**src/rtl/cacheline_adaptor.sv**
```systemverilog
// rtl/cacheline_adaptor.sv - 256-bit cache-line to 64-bit four-beat burst memory adaptor
// One line transaction at a time; a simultaneous read and write request services the write first.
module cacheline_adaptor (
   input  logic         clk,
   input  logic         reset_n,
   input  logic [31:0]  mem_address,
   input  logic [255:0] mem_wdata,
   input  logic         mem_read,
   input  logic         mem_write,
   output logic [255:0] mem_rdata,
   output logic         mem_resp,
   output logic [31:0]  burst_address,
   output logic         burst_read,
   output logic         burst_write,
   output logic [63:0]  burst_wdata,
   input  logic [63:0]  burst_rdata,
   input  logic         burst_resp
);

   typedef enum logic [1:0] {IDLE, READ, WRITE, DONE} state_e;

   state_e         state_q, state_d;
   logic [1:0]     cnt_q, cnt_d;
   logic [31:0]    addr_q, addr_d;
   logic [255:0]   line_q, line_d;

   always_ff @(posedge clk or negedge reset_n) begin
      if (!reset_n) begin
         state_q <= IDLE;
         cnt_q   <= 2'd0;
         addr_q  <= 32'd0;
         line_q  <= 256'd0;
      end else begin
         state_q <= state_d;
         cnt_q   <= cnt_d;
         addr_q  <= addr_d;
         line_q  <= line_d;
      end
   end

   always_comb begin
      state_d = state_q;
      cnt_d   = cnt_q;
      addr_d  = addr_q;
      line_d  = line_q;
      case (state_q)
         IDLE: begin
            // Write wins so a dirty victim is written back before its refill.
            if (mem_write) begin
               addr_d  = mem_address;
               line_d  = mem_wdata;
               cnt_d   = 2'd0;
               state_d = WRITE;
            end else if (mem_read) begin
               addr_d  = mem_address;
               cnt_d   = 2'd0;
               state_d = READ;
            end
         end
         READ: begin
            if (burst_resp) begin
               line_d[{cnt_q, 6'd0} +: 64] = burst_rdata;
               cnt_d = cnt_q + 2'd1;
               if (cnt_q == 2'd3) state_d = DONE;
            end
         end
         WRITE: begin
            if (burst_resp) begin
               cnt_d = cnt_q + 2'd1;
               if (cnt_q == 2'd3) state_d = DONE;
            end
         end
         DONE:    state_d = IDLE;
         default: state_d = IDLE;
      endcase
   end

   assign mem_rdata     = line_q;
   assign mem_resp      = (state_q == DONE);
   assign burst_address = {addr_q[31:5], 5'd0};
   assign burst_read    = (state_q == READ);
   assign burst_write   = (state_q == WRITE);
   assign burst_wdata   = (state_q == WRITE) ? line_q[{cnt_q, 6'd0} +: 64] : 64'd0;

endmodule
```
**config.mk**
```make
export PLATFORM = sky130hd
export DESIGN_NAME = cacheline_adaptor
export DESIGN_NICKNAME = d
export VERILOG_FILES = /design/src/rtl/cacheline_adaptor.sv
export SDC_FILE = /design/constraint.sdc
export NUM_CORES = 1
export LEC_CHECK = 0
export BUFFER_PORTS_ARGS = -buffer_cell sky130_fd_sc_hd__buf_2
export CORE_AREA = 2 2 273 275
export DETAILED_ROUTE_END_ITERATION = 10
export DIE_AREA = 0 0 275 277
export GPL_ROUTABILITY_DRIVEN = 0
export GPL_TIMING_DRIVEN = 1
export HOLD_SLACK_MARGIN = 0.08
export PLACE_DENSITY_LB_ADDON = 0.08
export SYNTH_ARGS = -nofsm -noshare
export SYNTH_HDL_FRONTEND = slang
export SYNTH_SLANG_ARGS = --single-unit
```
**constraint.sdc**
```tcl
create_clock -name clk -period 7.8 [get_ports clk]
set_clock_uncertainty 0.1 [all_clocks]
set_input_delay 0 -clock clk [delete_from_list [all_inputs] [get_ports clk]]
set_output_delay 0 -clock clk [all_outputs]
set_load 0.05 [all_outputs]
```
After elaboration in Yosys (flattened, before gate mapping). Cells that the tools add are included.

Bits in registers: 292. Input bits: 357. Output and inout bits: 355. Word-level logic and storage cells: 43.

Add/subtract/negate cells: 2. Equality and inequality tests: 9. Shift-type cells: 3. Mux-type cells: 16. Reductions and logical operators: 9.

Operators with widths (count): $mux W256 (2); $pmux W256 S2 (1); $bwmux W256 (1); $shift A64 B10 Y256 const A (1); $shiftx A256 B9 Y64 (1); $shiftx A64 B10 Y256 (1); $mux W32 (2); $mux W64 (1); $mux W2 (7); $neg A8 Y10 (1); $reduce_and A3 Y1 (3); $eq A2 B2 Y1 const B (3); $ne A2 B1 Y1 const B (3); $pmux W2 S3 (1); $reduce_bool A2 Y1 (3); $pmux W2 S2 (1); $ne A3 B3 Y1 const B (1); $add A2 B1 Y2 const B (1); $eq A2 B1 Y1 const B (1); $logic_not A2 Y1 (1); $ne A2 B2 Y1 const B (1); $reduce_and A2 Y1 (1); $reduce_or A2 Y1 (1).

Logic depth before layout (Yosys ltp).
Depth after elaboration: 5. Gate-level depth with buffers: 9. Depth with buffers taken out: 5.

Least setup slack after synthesis. Ideal clock, no wire load.

Kind: reg2reg. From: register cnt_q[1]. To: register line_q[100], in the netlist mem_rdata[100]. Data arrival time: 2546 ps. Required time: 7575 ps. Setup slack: 5030 ps. Stages on the path, launching flop included: 10. Buffers on the path: 4. Period minus slack after synthesis: 2770 ps. Path through: dfrtp_1 -> clkbuf_1 -> buf_1 -> inv_1 -> ha_1 -> and2_1 -> clkbuf_1 -> clkbuf_1 -> a32o_1 -> mux2_2.

Word-level cells in the longest chain between the ends: 5. Elaborated cells on any way between the ends: 6. Those cells by class: 1 x add/sub; 2 x shift; 3 x mux.

Ends and longest elaborated chain: start, declared (RTL line 23) `logic [1:0] cnt_q, cnt_d;`; start signal, assigned (RTL line 35) `cnt_q <= cnt_d;`; $neg A8 Y10 (*) (RTL line 62) `line_d[{cnt_q, 6'd0} +: 64] = burst_rdata;`; $shiftx A64 B10 Y256 or $shift A64 B10 Y256 (tied branches) (RTL line 62); $bwmux W256 (*) (RTL line 62); $mux W256 (*) (RTL line 61) `if (burst_resp) begin`; $pmux W256 S2 (*) (RTL line 46) `case (state_q)`; end signal, assigned (RTL line 37) `line_q <= line_d;`; end, declared (RTL line 25) `logic [255:0] line_q, line_d;`.

Every way passes the cells marked *; elsewhere a longest branch is shown, timed or not. The select of a mux whose other input is x is not followed. A chain may end at the register's enable or synchronous reset.

Worst setup path after layout.
From: register cnt_q[1]. To: register line_q[119], in the netlist mem_rdata[119].

The elaborated chain is that of the path after synthesis.

==> impl_metrics.yaml <==
timing:
  worst_pin_slew_ns: 1.17
  holdWs_ns: 0.138
  slew_headroom_pct: 21.8
  rsz0062_at_grt: "no"
  drv_slew: 0
  fin_crit_ns: 4.67
  setup_tns_ns: 0
  hold_violations: 0
  setup_viol: 0
  period_share_pct: 59.8
  max_freq_mhz: 214
worst_setup_path:
  r2r_cells: 7
  cp-end-kind: "register"
  r2r_start: "cnt_q[1]"
  crit_fanout: 66
  crit_path_end: "mem_rdata[119]"
  crit_chain: "inv_1 > ha_1 > and3b_4 > buf_4 > a32o_1 > dlygate4sd3_1 > mux2_2"
  critPathMaxStageDelay_ns: 1.08
  cp_slowest_cell: "and3b_4"
  startpoint: "cnt_q[1]"
  required_ns: 8.19
  startpoint_type: "register"
  cp.arrival_ns: 5.05
  r2r-end: "mem_rdata[119]"
  crit_type: "reg2reg"
  rrSetupSlack_ns: 3.13
detailed_routing:
  dr.pass1.iters: 5
  met1_length_um: 35400
  wl_met2_um: 42600
  drtIter0Drc: 900
  wl_met3_um: 5360
  top_layer: "met5"
  drc: 0
  num_vias: 17184
  wl_per_cell_um: 24.2
  ant_nets: 0
  via_per_inst: 4.85
  drt_wl_total_um: 85700
cts:
  htree_levels: 2
  ctsResizeCount: 0
  cts_buffers: 40
  clock_latency_ns: 0.55
  clk_pin_slew_worst_paths_ns: 0.06
  ctsHoldBuffers: 574
  clockBufferDepth: 3
  cts_tree: "built"
  numClockSinks: 287
  postCtsSetupBuffers: 0
  root_buffer: "clkbuf_16"
finish:
  synthToLayoutAreaGrowth_pct: 69.3
  nets: 2907
  drive_gt1_share_pct: 44.9
  nFillCells: 7476
yosys:
  synth_common_cells: "287 x dfrtp_1, 283 x mux2_2, 133 x inv_1"
  synth_area_mm2: 0.0165
  synth_most_common_cell: "dfrtp_1"
  syn_area_per_cell_um2: 12.3
  yosys_warnings: 0
  synth_cells: 1338
  async_flop_share_pct: 100
  yosys.area.top_type: "dfrtp_1"
  netlist-cell-type-count: 29
  synth_seq_cells: 287
  synth-edff-count: 0
  yosysSeqAreaShare_pct: 43.5
  yosys-top-cells-area: "dfrtp_1 43%, mux2_2 19%, mux4_2 8.7%, a32o_1 7.8%, o32ai_1 6.8%"
  synth_ff_type: "dfrtp_1"
  synth.top_cell.area_share_pct: 43.5
global_route:
  grtUsageTotal_pct: 21.9
  grt_max_degree: 135
  grt_pass1_wl_um: 125000
  grt_pass1_vias: 18750
  grt_antenna_before_repair: 11
  overflow: 0
floorplanning:
  rows: 100
  io_pins: 712
  fp.dieArea_mm2: 0.0762
  core_mm2: 0.0736
  die_w_um: 275
  fp.dieH_um: 277
  initial_core_util_pct: 22.5
power:
  p_sw_share_pct: 53.6
  p_int_mw: 6.63
  p_total_mw: 14.3
  irDropWorstVdd_mv: 0.283
  switchingPower_mw: 7.65
  clkPwrFrac_pct: 12.9
  p_leak_nw: 12.9
  pwr-share-seq_pct: 21.2
  powerDensity_mw_per_mm2: 510
  combinationalPowerShare_pct: 65.9
run:
  drv_cap: 0
placement:
  hpwl_um: 54600
  port_buffers: 701
run_status:
  status: "finished, final reports clean"
worst_hold_path:
  worstHoldPathType: "in2reg"
registers in the layout (all words and copies together), names as in the netlist:
signal,cells
addr_q,27
mem_rdata,256
cnt_q,2
state_q,2
worst max-delay path: cells and delay by family (launching register included):
| kind | cells | cell delay [ns] |
|---|---|---|
| DFF | 1 | 0.89 |
| buffers and inverters | 3 | 1.54 |
| AOI/OAI and AO/OA | 1 | 0.30 |
| and+or+nand+nor | 1 | 1.08 |
| adders and majority gates | 1 | 0.31 |
| muxes | 1 | 0.15 |
layer usage:
| metal | global-route usage [%] | up-vias |
|---|---|---|
| met2 | 37.8 | 626 |
| met1 | 27.1 | 8892 |
| li1 | - | 7525 |
| met3 | 4.55 | 139 |
| met5 | 0 | - |
| met4 | 7.10 | 2 |
how the worst min path moves through the flow:
stage / start / end / slack (ns) / depth (start not counted)
after floorplan: reset_n / addr_q[10] / -0.40 / 0
after global placement: reset_n / mem_rdata[149] / -0.12 / 1
after detailed placement: reset_n / mem_rdata[149] / -0.12 / 1
after CTS: mem_address[15] / addr_q[15] / 0.1 / 3
after global routing: mem_address[15] / addr_q[15] / 0.13 / 3
final: mem_address[15] / addr_q[15] / 0.14 / 3
power groups by stage:
stage	clock network, mW	logic [mW]	registers [mW]
floorplan	0	3.86	5.32
global placement	0	8.69	3.03
detailed placement	0	8.71	3.04
CTS	1.89	9.44	3.03
global route	1.96	9.84	3.13
finish	1.84	9.41	3.03
through the flow:
stage | area (um^2) | setup slack, ns | instances | utilization [%]
floorplan | 16500 | 5.03 | 1342 | -
global placement | 20900 | 3.78 | 2894 | 28.4
detailed placement | 20900 | 3.79 | 2894 | 28.4
CTS | 27900 | 3.24 | 3534 | 38.0
global route | 28000 | 3.05 | 3543 | 38.0
finish | 28000 | 3.13 | 3544 | 38.0
cell usage in the layout (no fill, tap or decap), drive strengths merged, types with 2 or more instances in the layout:
master,instances
a21oi,5
a32o,128
a32oi,2
and2,65
and3b,2
buf,727
bufinv,2
clkbuf,58
clkinv,6
conb,5
dfrtp,287
diode,10
dlygate4sd3,573
ha,9
inv,133
mux2,283
mux4,64
nand2,7
nand2b,68
o21ai,3
o2bb2ai,2
o32ai,128
area by class of cell:
cell class | instances | area [um^2] | share of cell area, %
repair buffers | 1300 | 9480 | 33.9
multi-input cells | 779 | 8280 | 29.6
flip-flops and latches | 287 | 7190 | 25.7
well taps | 969 | 1210 | 4.34
clock buffers | 58 | 1180 | 4.22
inverters | 133 | 502 | 1.79
clock inverters | 8 | 93.8 | 0.336
diodes | 10 | 25.0 | 0.0895
logic make-up after synthesis:
family | Yosys count | share of synthesized area (%)
adder cells (fa/ha/maj) | 9 | 0.682
AO/OA/AOI/OAI | 271 | 15.2
buffers and inverters | 276 | 7.04
flip-flops | 287 | 43.5
AND/OR/NAND/NOR | 146 | 5.46
multiplexers | 348 | 28.1
other | 1 | 0.0227
Note: power is estimated with default switching activity, not from simulation.
